**src/rtl/alu_shift_seq_ctrl.sv**
```systemverilog
// rtl/alu_shift_seq_ctrl.sv - iterative multi-cycle shifter with request/response handshakes
// Optional arithmetic right shift enabled by defining ALU_SHIFT_SEQ_ARITH_EN.

package simple_processor_pkg;
  localparam int unsigned DATA_WIDTH = 32;
endpackage

module alu_shift_seq_ctrl
  import simple_processor_pkg::*;
#(
  parameter int unsigned SHIFT_WIDTH = 5,
  parameter int unsigned STEP_LOG2   = 2
) (
  input  logic                   clk_i,
  input  logic                   rst_i,
  input  logic                   flush_i,
  input  logic                   req_valid_i,
  output logic                   req_ready_o,
  input  logic                   req_dir_i,
  input  logic                   req_arith_i,
  input  logic [DATA_WIDTH-1:0]  rs1_data_i,
  input  logic [SHIFT_WIDTH-1:0] amount_i,
  output logic                   rsp_valid_o,
  input  logic                   rsp_ready_i,
  output logic [DATA_WIDTH-1:0]  rsp_data_o,
  output logic                   busy_o
);

  localparam logic [SHIFT_WIDTH-1:0] STEP_AMT = SHIFT_WIDTH'(1 << STEP_LOG2);

  typedef enum logic [1:0] {
    IDLE  = 2'd0,
    SHIFT = 2'd1,
    DONE  = 2'd2
  } state_t;

  state_t                 state;
  state_t                 state_next;
  logic [SHIFT_WIDTH-1:0] remaining;
  logic [SHIFT_WIDTH-1:0] step;
  logic                   dir_q;
  logic [DATA_WIDTH-1:0]  shifted;
  logic                   accept;

`ifdef ALU_SHIFT_SEQ_ARITH_EN
  logic                   arith_q;
  logic [DATA_WIDTH-1:0]  fill_mask;
`else
  logic                   unused_arith;
  assign unused_arith = req_arith_i;
`endif

  assign accept = req_valid_i & req_ready_o;

  always_ff @(posedge clk_i) begin
    if (rst_i) begin
      state <= IDLE;
    end else begin
      state <= state_next;
    end
  end

  always_comb begin
    state_next = state;
    case (state)
      IDLE: begin
        if (accept) begin
          state_next = (amount_i == '0) ? DONE : SHIFT;
        end
      end
      SHIFT: begin
        if (remaining == step) begin
          state_next = DONE;
        end
      end
      DONE: begin
        if (rsp_ready_i) begin
          state_next = IDLE;
        end
      end
      default: state_next = IDLE;
    endcase
    if (flush_i) begin
      state_next = IDLE;
    end
  end

  always_comb begin
    req_ready_o = (state == IDLE) & ~flush_i & ~rst_i;
    rsp_valid_o = (state == DONE);
    busy_o      = (state == SHIFT) | (state == DONE);
  end

  // One iteration: shift by up to STEP bits; the sign bit is preserved across
  // iterations, so the current MSB is the latched operand MSB.
  always_comb begin
    step = (remaining < STEP_AMT) ? remaining : STEP_AMT;
    if (dir_q) begin
      shifted = rsp_data_o >> step;
`ifdef ALU_SHIFT_SEQ_ARITH_EN
      fill_mask = ~({DATA_WIDTH{1'b1}} >> step);
      if (arith_q && rsp_data_o[DATA_WIDTH-1]) begin
        shifted = shifted | fill_mask;
      end
`endif
    end else begin
      shifted = rsp_data_o << step;
`ifdef ALU_SHIFT_SEQ_ARITH_EN
      fill_mask = '0;
`endif
    end
  end

  // rsp_data_o doubles as the working register; flush leaves it untouched.
  always_ff @(posedge clk_i) begin
    if (rst_i) begin
      rsp_data_o <= '0;
      remaining  <= '0;
      dir_q      <= 1'b0;
`ifdef ALU_SHIFT_SEQ_ARITH_EN
      arith_q    <= 1'b0;
`endif
    end else if (accept) begin
      rsp_data_o <= rs1_data_i;
      remaining  <= amount_i;
      dir_q      <= req_dir_i;
`ifdef ALU_SHIFT_SEQ_ARITH_EN
      arith_q    <= req_arith_i & req_dir_i;
`endif
    end else if ((state == SHIFT) && !flush_i) begin
      rsp_data_o <= shifted;
      remaining  <= remaining - step;
    end
  end

endmodule

```
**config.mk**
```make
export PLATFORM = sky130hd
export DESIGN_NAME = alu_shift_seq_ctrl
export DESIGN_NICKNAME = d
export VERILOG_FILES = /design/src/rtl/alu_shift_seq_ctrl.sv
export SDC_FILE = /design/constraint.sdc
export NUM_CORES = 1
export LEC_CHECK = 0
export ABC_AREA = 0
export BUFFER_PORTS_ARGS = -buffer_cell sky130_fd_sc_hd__clkbuf_2
export CAP_MARGIN = 20
export CELL_PAD_IN_SITES_DETAIL_PLACEMENT = 1
export CELL_PAD_IN_SITES_GLOBAL_PLACEMENT = 1
export CORE_MARGIN = 4
export CORE_UTILIZATION = 30
export CTS_CLUSTER_SIZE = 24
export DETAILED_ROUTE_END_ITERATION = 6
export GPL_ROUTABILITY_DRIVEN = 0
export HOLD_SLACK_MARGIN = 0.15
export PLACE_DENSITY = 0.66
export SYNTH_ARGS = -nofsm -noshare
export SYNTH_HDL_FRONTEND = slang
export SYNTH_SLANG_ARGS = --single-unit
```
**constraint.sdc**
```tcl
create_clock -name clk_i -period 4.48 [get_ports clk_i]
set_input_delay 0.896 -clock clk_i [delete_from_list [all_inputs] [get_ports clk_i]]
set_output_delay 0.896 -clock clk_i [all_outputs]
set_load 0.02 [all_outputs]
```
# Yosys cells after proc, flatten, opt, wreduce, memory -nomap -nowiden
# Index checks and enable logic that the tools add are counted.
dict set report totals {
  latch_bits 0
  reg_bits 40
  ramBits 0
  memories 0
  out_inout_bits 35
  mem_bits_ro 0
}
dict set report op_classes {
  add_sub_neg 1
  div_mod_pow 0
  n_bitwise 6
  order_cmp 1
  mul 0
  n_shift 2
  muxes 11
  reduce_logical 7
  n_eq_ne 6
}
# cell count
set ops {}
lappend ops {{32-bit two-way mux} 3}
lappend ops {{32-bit by 5-bit left shift with 32-bit output} 1}
lappend ops {{32-bit by 5-bit right shift with 32-bit output} 1}
lappend ops {{5-bit two-way mux} 3}
lappend ops {{2-bit two-way mux} 4}
lappend ops {{2-bit case mux with 3 select lines} 1}
lappend ops {{5-bit == test} 1}
lappend ops {{5-bit logical NOT} 1}
lappend ops {{5-bit by 3-bit < comparator with 1-bit output, second input constant} 1}
lappend ops {{5-bit subtractor} 1}
lappend ops {{2-bit != test, second input constant} 2}
lappend ops {{1-bit bitwise AND} 3}
lappend ops {{3-bit AND reduction} 1}
lappend ops {{2-bit by 1-bit == test with 1-bit output, second input constant} 1}
lappend ops {{2-bit == test, second input constant} 1}
lappend ops {{2-bit logical NOT} 1}
lappend ops {{2-bit by 1-bit != test with 1-bit output, second input constant} 1}
lappend ops {{1-bit inverter} 2}
lappend ops {{2-bit nonzero test} 1}
lappend ops {{2-bit OR reduction} 1}
lappend ops {{1-bit logical AND} 1}
lappend ops {{1-bit logical NOT} 1}
lappend ops {{1-bit OR} 1}

# Longest topological paths before layout
dict set report depth {
  ltp_word 6
  ltp_mapped 10
  ltp_nobuf 7
}

# Worst setup path before layout
# OpenSTA, ideal clock, no wires.
dict set report synth_timing {
  path_kind {input to output}
  start {input port rst_i}
  end {output port req_ready_o}
  cell_stages 4
  path_buffers 2
  slack_ns 1.912
  arrival_time_ns 1.672
  cell_sequence {clkbuf_1 -> clkbuf_1 -> nor2_1 -> and2_1}
}
dict set report synth_via {
  elab_chain_cells 2
}
# element line_no
set synth_lines {}
lappend synth_lines {{start, declared} 15} ;# input logic rst_i,
lappend synth_lines {{1-bit inverter} 89} ;# req_ready_o = (state == IDLE) & ~flush_i & ~rst_i;
lappend synth_lines {{1-bit bitwise AND} 89}
lappend synth_lines {{end, declared} 18} ;# output logic req_ready_o,
# Every way passes these cells.

# Final worst setup path
dict set report layout_timing {
  start {input port rst_i}
  end {register rsp_data_o[23]}
}
dict set report layout_via {
  elab_chain_cells 4
  word_cells_on_any_way 5
  cone_classes {1 x mux; 3 x bitwise; 1 x reduce/logical}
}
# element line_no
set layout_lines {}
lappend layout_lines {{1-bit inverter} 89}
lappend layout_lines {{1-bit bitwise AND} 89}
lappend layout_lines {{1-bit bitwise AND} 53} ;# assign accept = req_valid_i & req_ready_o;
lappend layout_lines {{32-bit two-way mux / 2-bit nonzero test (equally long branches)} --}
lappend layout_lines {{end signal, assigned} 124} ;# rsp_data_o <= rs1_data_i;
lappend layout_lines {{end signal, assigned} 131} ;# rsp_data_o <= shifted;
lappend layout_lines {{end, declared} 25} ;# output logic [DATA_WIDTH-1:0] rsp_data_o,
# Parallel ways exist; a longest one is shown, timed or not.
# A chain may end at the register's enable or synchronous reset.

==> results.txt <==
- PD cells: 274 nW/um^2
- Max IR drop VDD: about 0.00012 V
- The number of antenna diodes in the final layout is 0.
* Setup CP Type: input pin to register
* Number of standard cells after synthesis: 576
- Remaining Overflow, GRT: 0
- The critical path contains buffers and inverters numbering 2 combined.
- Dividing the final minimum period by the clock period gives 0.696.
- Of the total power, the share spent switching nets is 0.418.
* Final instance count without filler cells: 787
- Slack of the critical path: 1.36 ns
- The worst setup path is captured at a register.
- Number of buffer cells added on primary ports: 77
* Critical-path cell with the highest stage delay: nand4bb_1
* Layout net count: 664
- TritonCTS built the clock tree.
* Maximum achievable frequency: 321 MHz
- Detailed-route DRC error count: 0
* Synthesis-stage register bit count: 40
- The number of global-route vias before repair came to 4,931.
- The number of nets handed over by synthesis was 625.
- Final antenna-violating net count: 0
- Across the run, the number of max-cap violations was 0.
- Die outline width: 124 um
- Setup violations remaining at the end of the flow were counted as 0.
- Y dimension of the die: 124 um
- The filler cells instantiated in the layout total 1,654.
- Clk network pwr share: 0.295
* Class of the tightest hold or removal check: register to register
- Net switching power: about 0.00053 W
- The most used flip-flop cell after synthesis is dfxtp_1.
- The initial antenna violation count was 0.
- Cells along the critical path: clkbuf_2 -> nand4bb_1 -> buf_4 -> nand2_1 -> nor2_1 -> a2111oi_0 -> a311oi_1
- Across every metal layer, demand over resource in global routing totals 0.238.
- Flop pwr share: 0.364
- A synthesized cell averages between 6 and 7 um^2.
- Insertion delay of the later-clocked pin in the worst-skew pair: about 0.30 ns
- Bufs on Longest Clock Path: 2
- Clk slew on worst S/H paths: 0.06 ns
* Final min period: 3.12 ns
- The floorplan has 41 rows.
* Sequential area share after synthesis: 0.200
- Wire length of the first global-routing pass: between 20,000 and 30,000 um
- Number of cells after detailed placement: 780
* Number of flops mapped to enable cells by yosys: 0
- Share of cells above drive strength 1: 0.187
* Relative slew slack: 0.320
- Of the total power, combinational logic draws 0.340.
- The core region is 12,900 um^2.
* Cell area after synthesis: 4010 um^2
* Count of final max-slew check failures: 0
* Count of different cell masters after synthesis: 61
- Top delay family on crit path: simple AND/OR/NAND/NOR gates
- CTS root buf: clkbuf_16
* Area Overhead vs Synth: 15.1%
- The hold violation total from the final report was 0.
- DP HPWL: 12,600 um
- The flow ran to the end, and the final reports show no timing, DRC or antenna violations.
- Measured on the finished design, the core utilization comes to 0.359.
- Gates resized, CTS repair: 0
- The pre-antenna-repair detailed-routing pass consisted of 5 iterations.
- The Yosys step of the flow raised 0 warnings.
- Reported leakage power: about 1.6 nW
* Detailed-route via count: 4,823
* Post-placement worst setup slack: 1.04 ns
* Largest stage delay, worst path: 0.63 ns
- Setup repair after global routing left no endpoint under its margin.
- Clock skew on the completed layout was measured at between 0.006 and 0.007 ns.
- Vias per inst: 6.13
- Routed wire per std cell: between 20 and 25 um
- Entering global routing, the biggest net connects 32 pins.
- Number of DRC markers in iteration 0: 507
* Internal power contribution: 0.000737 W
- Worst-Margin Slew: approximately 1.0 ns
- The floorplan step defined a die boundary enclosing between 15,000 and 20,000 um^2.
- 79 I/O pins were placed.
- Wire length after detailed routing: between 15,000 and 20,000 um
* Top fanout value on the critical path: 20
- Crit path arrival time: 3.29 ns
- The worst setup path is launched from an input pin.
- Setup total negative slack on the finished layout was measured at 0 ns.
- Number of clock sinks: 40
- In this run, CTS created clock tree buffers numbering 5.
- The clock tree synthesis step divided the H-tree into 2 levels.
- Initial standard-cell utilization of the core: 0.312
- Worst reg-to-reg setup slack: 1.62 ns
- Post-CTS Repair Setup Buffers: 0
* Required time worst endpoint: ~4.7 ns
- Hold_buf cts: 0
- After synthesis, the share of flip-flops with an asynchronous set or reset is 0.
## cells in the final DEF, fill, tap and decap left out, types with 10 or more instances in the layout
| master | synthesis | routed |
|---|---|---|
| nand2_1 | 98 | 98 |
| clkbuf_2 | 0 | 77 |
| nor2_1 | 72 | 70 |
| a2111oi_0 | 10 | 10 |
| dfxtp_1 | 40 | 39 |
| a221oi_1 | 13 | 13 |
| buf_4 | 1 | 14 |
| a211oi_1 | 17 | 17 |
| o21ai_0 | 39 | 39 |
| nand3_1 | 11 | 11 |
| a21oi_1 | 46 | 46 |
| mux2i_1 | 48 | 48 |
| a311oi_1 | 20 | 20 |
## state kept, by name, indices dropped and copies added (netlist names)
signal,count
rsp_data_o,32
remaining,5
state,2
dir_q,1
## worst register-to-register path, cell delays in order, from the launching register on
cell       delay (ns)
dfxtp_1          0.70
or4b_1           0.86
buf_4            0.39
mux2i_1          0.26
nor2_1           0.08
a2111oi_0        0.32
a211oi_1         0.13
## worst paths after layout
kind | from | end | cells past startpoint
setup reg to reg | remaining[2]$_SDFFE_PP0P_ | rsp_data_o[9]$_SDFFE_PP0P_ | 6
setup / recovery | rst_i | rsp_data_o[23]$_SDFFE_PP0P_ | 7
hold reg to reg | rsp_data_o[0]$_SDFFE_PP0P_ | rsp_data_o[0]$_SDFFE_PP0P_ | 2
hold / removal | rsp_data_o[0]$_SDFFE_PP0P_ | rsp_data_o[0]$_SDFFE_PP0P_ | 2
## per-stage QoR
| stage | cell area (um^2) | hold slack (ns) | power [W] |
|---|---|---|---|
| 4_1_cts | 4620 | 0.583 | 0.00127 |
| 5_1_grt | 4620 | 0.612 | 0.00133 |
| 2_1_floorplan | 4010 | 0.569 | 0.000724 |
| 6_report | 4620 | 0.589 | 0.00127 |
| 3_3_place_gp | 4480 | 0.570 | 0.000881 |
| 3_5_place_dp | 4480 | 0.574 | 0.000891 |
## metal layers
layer	GRT usage	part of all wire
met5	0	0
met1	0.321	0.44
met4	0.104	0.037
met3	0.0368	0.065
met2	0.374	0.45
## kinds of logic (layout without fill, tap and decap cells)
kind of cell	after synthesis	in the layout	synth area share
DFF	40	40	0.200
AOI/OAI and AO/OA	188	188	0.320
and+or+nand+nor	219	219	0.246
other	2	2	0.00187
buffers and inverters	67	106	0.0692
adders and majority gates	5	5	0.0156
muxes	55	55	0.148
## power by group through the flow
stage	registers (W)	logic (W)	clock network [W]
after detailed placement	0.000466	0.000425	0
after floorplan	0.000449	0.000275	0
after global placement	0.000465	0.000416	0
final	0.000462	0.000431	0.000374
after global routing	0.000468	0.000467	0.000392
after CTS	0.000459	0.000426	0.000381
## area by class of cell
class                           count  area (um^2)  area share
Inverter                            8         30.0     0.00650
Clock buffer                        6          129      0.0279
Sequential cell                    40          802       0.174
Multi-Input combinational cell    469         2950       0.638
Tap cell                          172          215      0.0466
Timing Repair Buffer               91          490       0.106
Clock inverter                      1         5.00     0.00108
## synth_stat cells, drive strengths merged (2+ instances only)
library cell  number  area, um^2
nor4b              2        38.8
or4b               2        20.0
a31oi              2        12.5
nor2b              3        18.8
or3                3        18.8
a311oi            20         175
o32ai              2        17.5
clkbuf            37         139
conb               2        7.51
o31ai              2        15.0
nor3               6        41.3
o211ai             9        67.6
a21o               4        30.0
ha                 5        62.6
nand3b             3        22.5
nor4               2        12.5
mux2               4        45.0
nand3             11        55.1
inv                8        30.0
o22ai              5        31.3
nor2              72         270
buf               22         109
and2               6        37.5
and3               2        12.5
nand2             98         368
o21ai             39         195
a2111oi           11         103
mux4               3        67.6
mux2i             48         480
a32oi              3        26.3
a32o               2        20.0
dfxtp             40         801
a221oi            13         114
or4                2        15.0
a221o              3        30.0
a21oi             46         230
a211oi            17         128
(Power assumes the default switching activity.)
